### src/rtl/fifo_word_reader.sv
// Reads bytes from an upstream 8-bit FIFO and packs them little-endian into 32-bit words,
// with flush of partial words, downstream backpressure, a transfer counter and a sticky error flag.
module fifo_word_reader (
  input  logic        clk,
  input  logic        clear_n,
  input  logic        fifo_empty,
  output logic        fifo_rd,
  input  logic [7:0]  fifo_data,
  input  logic        fifo_data_valid,
  input  logic        flush,
  output logic [31:0] word_out,
  output logic [2:0]  word_bytes,
  output logic        word_valid,
  input  logic        word_ready,
  output logic [15:0] words_sent,
  output logic        err
);

  logic [31:0] asm_q, asm_d;
  logic [2:0]  lane_q, lane_d;
  logic        pend_q, pend_d;
  logic        flush_q, flush_d;
  logic [31:0] out_q, out_d;
  logic [2:0]  out_bytes_q, out_bytes_d;
  logic        out_vld_q, out_vld_d;
  logic [15:0] sent_q, sent_d;
  logic        err_q, err_d;

  logic        accept, out_free, take, pend_left, flush_req, flush_ok, move;
  logic [31:0] asm_a;
  logic [2:0]  lane_a;

  always_comb begin
    accept    = out_vld_q & word_ready;
    out_free  = ~out_vld_q | word_ready;
    take      = fifo_data_valid & pend_q;
    pend_left = pend_q & ~fifo_data_valid;

    asm_a  = asm_q;
    lane_a = lane_q;
    if (take) begin
      asm_a[{lane_q[1:0], 3'b000} +: 8] = fifo_data;
      lane_a = lane_q + 3'd1;
    end

    // A flush can only be served once no read is still in flight.
    flush_req = flush_q | flush;
    flush_ok  = flush_req & ~pend_left;
    move      = out_free & ((lane_a == 3'd4) | (flush_ok & (lane_a != 3'd0)));

    // Cleared on every hand-off so unused upper bytes of a partial word read as zero.
    lane_d  = move ? 3'd0 : lane_a;
    asm_d   = move ? 32'd0 : asm_a;
    flush_d = flush_req & ~(flush_ok & (move | (lane_a == 3'd0)));

    // Free lanes are counted after this cycle's arrival and hand-off, which keeps reads back-to-back.
    fifo_rd = clear_n & ~fifo_empty & ~flush_req & ~pend_left & (lane_d < 3'd4);
    pend_d  = pend_left | fifo_rd;

    out_d       = out_q;
    out_bytes_d = out_bytes_q;
    out_vld_d   = out_vld_q & ~accept;
    if (move) begin
      out_d       = asm_a;
      out_bytes_d = lane_a;
      out_vld_d   = 1'b1;
    end

    sent_d = sent_q + {15'd0, accept};
    err_d  = err_q | (fifo_data_valid & ~pend_q);
  end

  always_ff @(posedge clk) begin
    if (!clear_n) begin
      asm_q       <= 32'd0;
      lane_q      <= 3'd0;
      pend_q      <= 1'b0;
      flush_q     <= 1'b0;
      out_q       <= 32'd0;
      out_bytes_q <= 3'd0;
      out_vld_q   <= 1'b0;
      sent_q      <= 16'd0;
      err_q       <= 1'b0;
    end else begin
      asm_q       <= asm_d;
      lane_q      <= lane_d;
      pend_q      <= pend_d;
      flush_q     <= flush_d;
      out_q       <= out_d;
      out_bytes_q <= out_bytes_d;
      out_vld_q   <= out_vld_d;
      sent_q      <= sent_d;
      err_q       <= err_d;
    end
  end

  assign word_out   = out_q;
  assign word_bytes = out_bytes_q;
  assign word_valid = out_vld_q;
  assign words_sent = sent_q;
  assign err        = err_q;

endmodule

### config.mk
export PLATFORM = sky130hd
export DESIGN_NAME = fifo_word_reader
export DESIGN_NICKNAME = d
export VERILOG_FILES = /design/src/rtl/fifo_word_reader.sv
export SDC_FILE = /design/constraint.sdc
export NUM_CORES = 1
export LEC_CHECK = 0
export ABC_AREA = 1
export CORE_AREA = 2 2 90 92
export DETAILED_ROUTE_END_ITERATION = 16
export DIE_AREA = 0 0 92 94
export HOLD_SLACK_MARGIN = 0.06
export PLACE_DENSITY = 0.74
export SLEW_MARGIN = 20
export SYNTH_ARGS = -nofsm -noshare
export SYNTH_HDL_FRONTEND = slang
export SYNTH_SLANG_ARGS = --single-unit
export TNS_END_PERCENT = 1
### constraint.sdc
create_clock -name clk -period 2.13 [get_ports clk]
set_input_delay 0.3195 -clock clk [delete_from_list [all_inputs] [get_ports clk]]
set_output_delay 0.3195 -clock clk [all_outputs]
set_load 0.005 [all_outputs]
==> summary.txt <==
Run status = completed
Drt wl/cell = 11.7 µm
CTS tree = done
Max cap viols = 0
Number of CTS-inserted buffers = 9
Largest net degree at the start of global routing = 48
#FFs+latches synth = 90
Setup Skew = 0.0139 ns
ANT cells = 0
Slew Viols, Final = 0
Clock sinks = 90
Layout cell share with drive strength beyond 1 = 11.5%
First-pass GRT wire length = 15600 µm
Initial Utilization = 52.1%
H-Tree Depth = 3
Gr busiest metal = met2
VDD IR max = 0.000423 V
FF-to-FF setup slack = 0.28 ns
Leakage = 2.39 nW
Hold depth = 2
Worst reg2reg path endpoint = word_out[0]
Final worst path period share = 95.3%
Core Region = 0.00761 mm²
Overall Global Routing Usage = 22.4%
Clock period minus worst slack = 2.03 ns
Post-Syn Area = 0.00397 mm²
Fin. Hold Viols = 0
DIE WIDTH = 92 µm
DRT Wirelength = 9030 µm
Post-CTS Hold Fix Bufs = 0
Cells after Synth = 576
Syn. warnings = 0
Average size of a mapped cell = 6.89 µm²
Post-place setup slack = -0.277 ns
HP Class = reg2reg
NumNets Final = 685
Initial antenna violation count = 0
P&R area growth vs syn = 30.3%
DRC violations left = 0
Hold path endpoint = word_bytes[0]
PwrDens = 619 mW/mm²
Share of the yosys chip area belonging to registers = 45.4%
Relative slew slack = 68.0%
Vias in the first global route = 3427
Vias per inst = 4.67
Max clock buf depth = 2
First-pass detailed-route iteration total = 4
Die height = 94 µm
I/O Buffers = 67
Slew @ Worst Pin = 0.480 ns
1st-iter DRT viols = 275
Final setup margin = 0.101 ns
Via count = 3597
Syn nets = 598
Post-route ant nets = 0
Worst setup EP type = output pin
Max frequency = 0.493 GHz
FF-to-FF Start = lane_q[0]
CP arrival = 1.71 ns
Placed cell count = 753
Final setup viols = 0
Hold Startpoint = word_bytes[0]
Yosys cell types = 27
Die Area = 0.00865 mm²
Clock slew at reported path FFs = 0.08 ns
Root Buffer Master = clkbuf_8
Final HPWL DP = 6540 µm
Final Util = 68.0%
Reg2Reg Depth = 11
CP max FO = 2
GR Util met1 = 29.6%
Gr ovfl total = 0
Routing usage on met2 = 37.8%
# rows = 32
I/O pin count = 68
Worst hold slack = 0.474 ns
M3 GR Usage = 3.13%
Post-Layout Cell Count = 770
Critical Path RT = 1.81 ns
Worst-Skew Late Latency = 0.36 ns
Kind of critical path = reg2out
GPL Wtd Cong = 0.875
Startpoint Class = flip-flop
==> how the worst max path moves through the flow <==
stage | from | endpoint | slack (ns) | cells past startpoint
after detailed placement | fifo_data_valid | fifo_rd | -0.28 | 10
after global placement | fifo_data_valid | fifo_rd | -0.20 | 10
after global routing | lane_q[0] | fifo_rd | -0.01 | 10
final | lane_q[0] | fifo_rd | 0.10 | 10
after floorplan | lane_q[0] | word_out[21] | 0.25 | 13
after CTS | lane_q[0] | fifo_rd | 0.01 | 10
==> metal layers <==
| layer | share of wire (%) | wire (µm) |
|---|---|---|
| met5 | 0 | 0 |
| met4 | 1.3 | 119 |
| met3 | 3.9 | 350 |
| met1 | 46 | 4130 |
| met2 | 49 | 4430 |
==> cells by family (layout without fill, tap and decap cells) <==
| group | Yosys count | in the layout | share of synthesized area, % |
|---|---|---|---|
| DFF | 90 | 90 | 45.4 |
| AOI/OAI and AO/OA | 57 | 57 | 8.23 |
| buffers and inverters | 107 | 199 | 11.0 |
| adders and majority gates | 8 | 8 | 2.52 |
| and+or+nand+nor | 311 | 311 | 32.1 |
| xor gates and xnor gates | 3 | 3 | 0.663 |
==> Yosys cell counts <==
cell type,count,area share [%]
o21a_1,4,0.76
xor2_1,2,0.44
nand3_1,23,2.9
o21ai_0,14,1.8
inv_2,2,0.19
buf_2,8,1.0
or2_2,1,0.16
a21boi_0,10,1.9
nand2_2,7,1.1
nand4_1,1,0.16
buf_4,1,0.19
xnor2_1,1,0.22
nand2_1,158,15
and3_1,8,1.3
dfxtp_1,90,45
a211oi_1,1,0.19
buf_1,3,0.28
nor2_1,100,9.5
inv_1,85,8.0
nor3_1,2,0.25
nor2_2,10,1.6
a21oi_1,27,3.4
o21ai_2,1,0.22
ha_1,8,2.5
clkbuf_1,5,0.47
buf_6,3,0.85
nand2_4,1,0.28
==> registers in the layout, summed over array words and instances, names as in the netlist <==
name,cells
asm_q,32
word_out,32
words_sent,16
lane_q,3
word_bytes,3
err,1
flush_q,1
pend_q,1
word_valid,1
==> area by class of cell <==
| cell class | instances | area [µm²] |
|---|---|---|
| Clock buffer | 12 | 155 |
| Inverter | 87 | 327 |
| Timing Repair Buffer | 96 | 941 |
| Multi-Input combinational cell | 379 | 1770 |
| Sequential cell | 90 | 1800 |
| Tap cell | 102 | 128 |
| Fill cell | 660 | 2440 |
| Clock inverter | 4 | 50.0 |
==> layout by cell type (no fill, tap or decap), drive strengths merged <==
master and count:
clkbuf 13, nor3 2, nor2 110, xnor2 1, o21ai 15, and3 8, buf 29, a21oi 27
inv 87, nand2 166, xor2 2, a21boi 10, clkdlybuf4s50 66, nand4 1, dfxtp 90, clkinv 1
ha 8, a211oi 1, bufinv 1, o21a 4, nand3 23, clkinvlp 2, or2 1
==> worst max-delay path, stage by stage (launching register included) <==
cell	delay, ns
dfxtp_2	0.36
inv_2	0.05
ha_4	0.24
nand3_1	0.10
nand2_2	0.08
o21ai_2	0.15
nand2_2	0.08
nand2_2	0.07
nand2_1	0.06
inv_1	0.06
clkbuf_2	0.11
==> what timing repair did <==
action / 4_1_cts / 5_1_grt
cloned: 0 / 0
pin swaps: 1 / 1
resized for setup: 10 / 7
endpoints found under the setup margin: 1 / 8
setup buffers: 1 / 0
==> power by group <==
group	switching (W)	internal, W	total [W]
combinational	0.000144	0.000131	0.000275
clock	0.000597	0.000605	0.00120
sequential	0.0000150	0.00171	0.00173
==> stage by stage <==
step / power [W] / area (µm²) / setup TNS [ns]
final: 0.00320 / 5170 / 0
after global routing: 0.00332 / 5170 / -0.0108
after CTS: 0.00322 / 5150 / 0
after detailed placement: 0.00204 / 4910 / -2.40
after global placement: 0.00203 / 4910 / -1.34
after floorplan: 0.00190 / 3970 / 0
(Power assumes the default switching activity.)
==> RTL edit, RTL diff (same settings) <==
Register the output `err` once more; this adds one clock of latency there. The other outputs are not delayed to match.
--- a/src/rtl/fifo_word_reader.sv
+++ b/src/rtl/fifo_word_reader.sv
@@ -98,7 +98,9 @@
   assign word_bytes = out_bytes_q;
   assign word_valid = out_vld_q;
   assign words_sent = sent_q;
-  assign err        = err_q;
+  always_ff @(posedge clk) begin
+    err <= err_q;
+  end
 
 endmodule
 
Check against the original RTL: not equivalent (a bounded check fails within 4 cycles, from zero or initial values).
==> RTL edit against the original RTL <==
- routed wire length up 3.6%
- utilization rose by 1.6 points
- sequential cell count up 1
- cell area is 2.4% higher
- critical endpoint is now lane_q[2]
- largest power group unchanged
- non-clock buffer count grew 13
- synthesized area grew 0.50%
- setup slack worse by 45 ps
- critical path type is now reg2reg
- power increased by 5.1%
- die area did not move
==> RTL edit: results (changes against the original RTL) <==
| Metric | Value |
|---|---|
| Reg-to-reg endpoint | lane_q[2] |
| Largest cells by area after synthesis | dfxtp_1 46%, nand2_1 15%, nor2_1 9.4% |
| Vias | 3698 (+2.8%) |
| Avg Inst Size Synth | 6.91 um2 (+0.33%) |
| Seq/Total Area, Yosys | 45.7% (+0.27 points) |
| Worst slack, placed | -335 ps (-57.5 ps) |
| First-pass GRT wire length | 15.9 mm (+2.3%) |
| Layout cells sized above 1 | 13.3% (+1.8 points) |
| Ys async rst share | 0% (unchanged) |
| Initial antenna violation count | 0 (unchanged) |
| # diodes | 0 (unchanged) |
| H-tree depth | 3 (unchanged) |
| GR Util All Layers | 23.0% (+0.51 points) |
| Vias in the first global route | 3583 (+4.6%) |
| Leak | 2.47 nW (+3.4%) |
| Filler instances | 626 (-5.2%) |
| Maximum clock path buffer count | 2 (unchanged) |
| Routability cong. | 0.910 (+3.9%) |
| Clk slew on worst S/H paths | 90 ps |
| Final WL | 9.36 mm (+3.6%) |
| CTS buffer count | 9 (unchanged) |
| Initial DRC Count | 137 (-50%) |
| EDFF count, synth | 0 (unchanged) |
| Skew final | 12.3 ps (-1.67 ps) |
| Distinct cell type count after synthesis | 27 (unchanged) |
| Port bufs | 67 (unchanged) |
| Dpl hpwl | 6.52 mm (-0.26%) |
| Hold path cells | 0 (-2) |
| Setup CP Type | reg2reg |
| Pin count of the biggest net entering global routing | 48 (unchanged) |
| Fmax | 482 MHz (-2.2%) |
| Syn_nets | 599 (+0.17%) |
| Register-to-register setup slack | 60 ps (-220 ps) |
| Critical Path AT | 2380 ps (+670 ps) |
| Nets@finish | 699 (+2.0%) |
| CTS Hold Bufs | 0 (unchanged) |
| Drt pass-1 iters | 4 (unchanged) |
| Worst Reg-to-Reg Cells | 15 (+4) |
| Yosys warnings | 0 (unchanged) |
| Most used DFF post-synth | dfxtp_1 |
| Clock Latency Late Sink | 370 ps |
| Maximum fanout along the worst path | 2 (unchanged) |
| Post-DP Area | 4970 um2 (+1.1%) |
| Pwr Density | 636 nW/um2 (+2.6%) |
| Status | completed |
| CTS root buf | clkbuf_8 |
| Crit Reg-Reg Startpoint | lane_q[1] |
| Synth cell count leaders | 158 x nand2_1, 100 x nor2_1, 91 x dfxtp_1 |
| Max-slew headroom | 67.6% (-0.33 points) |
| Worst hold path class | reg2reg |
| Worst vdd ir | 0.000402 V (-5.0%) |
-- RTL edit: how the worst min path moves through the flow --
stage               end  startpoint  slack, ps
finish              err       err_q        360
global route        err       err_q        380
CTS                 err       err_q        360
global placement    err       err_q        350
detailed placement  err       err_q        350
floorplan           err       err_q        330
-- RTL edit: cell families after synthesis --
logic type	count (synthesis)	share of synthesized area, %
simple gates	311	32.0
flops	91	45.7
xor+xnor	3	0.659
buf+inv	107	11.0
fa+ha+maj	8	2.51
compound gates	57	8.19
-- RTL edit: stage by stage --
stage / TNS, ps / std cells
3_5_place_dp: -3410 / 760
6_report: 0 / 784
5_1_grt: 0 / 784
3_3_place_gp: -1850 / 760
4_1_cts: 0 / 784
2_1_floorplan: 0 / 577
-- RTL edit: per-layer routing --
metal,wire [um],GRT usage (%),vias to the layer above
met5,0,0,-
met3,303,2.97,17
met1,4320,29.5,1668
met2,4560,39.5,74
met4,176,8.58,0
li1,-,-,1939
-- RTL edit: final cells by class --
cell class | count | area share [%]
Inverter | 87 | 6.17
Sequential cell | 91 | 34.5
Timing Repair Buffer | 109 | 19.3
Tap cell | 102 | 2.41
Clock inverter | 5 | 1.61
Multi-Input combinational cell | 379 | 33.2
Clock buffer | 11 | 2.86
-- RTL edit: power breakdown --
| group | total, mW | internal, mW | leakage [nW] | switching, mW |
|---|---|---|---|---|
| Clock | 1.35 | 0.729 | 0.116 | 0.617 |
| Combinational | 0.273 | 0.129 | 1.62 | 0.144 |
| Sequential | 1.75 | 1.73 | 0.736 | 0.0155 |
| Total | 3.37 | 2.59 | 2.47 | 0.776 |
-- RTL edit: critical path, cell delays in order, from the launching register on --
cell and delay [ps]:
dfxtp_2 330, inv_1 70, ha_4 270, nand3_1 80, nand2_2 80, o21ai_1 60
nand2_1 100, nand2_2 70, buf_4 130, buf_4 120, buf_4 130, buf_4 130
buf_4 120, buf_4 120, buf_4 120, nor2_1 80
-- RTL edit: repair_timing --
item	CTS	global route
gates resized for setup	9	7
pin swaps	6	2
buffers inserted	8	0
endpoints found under the setup margin	1	2
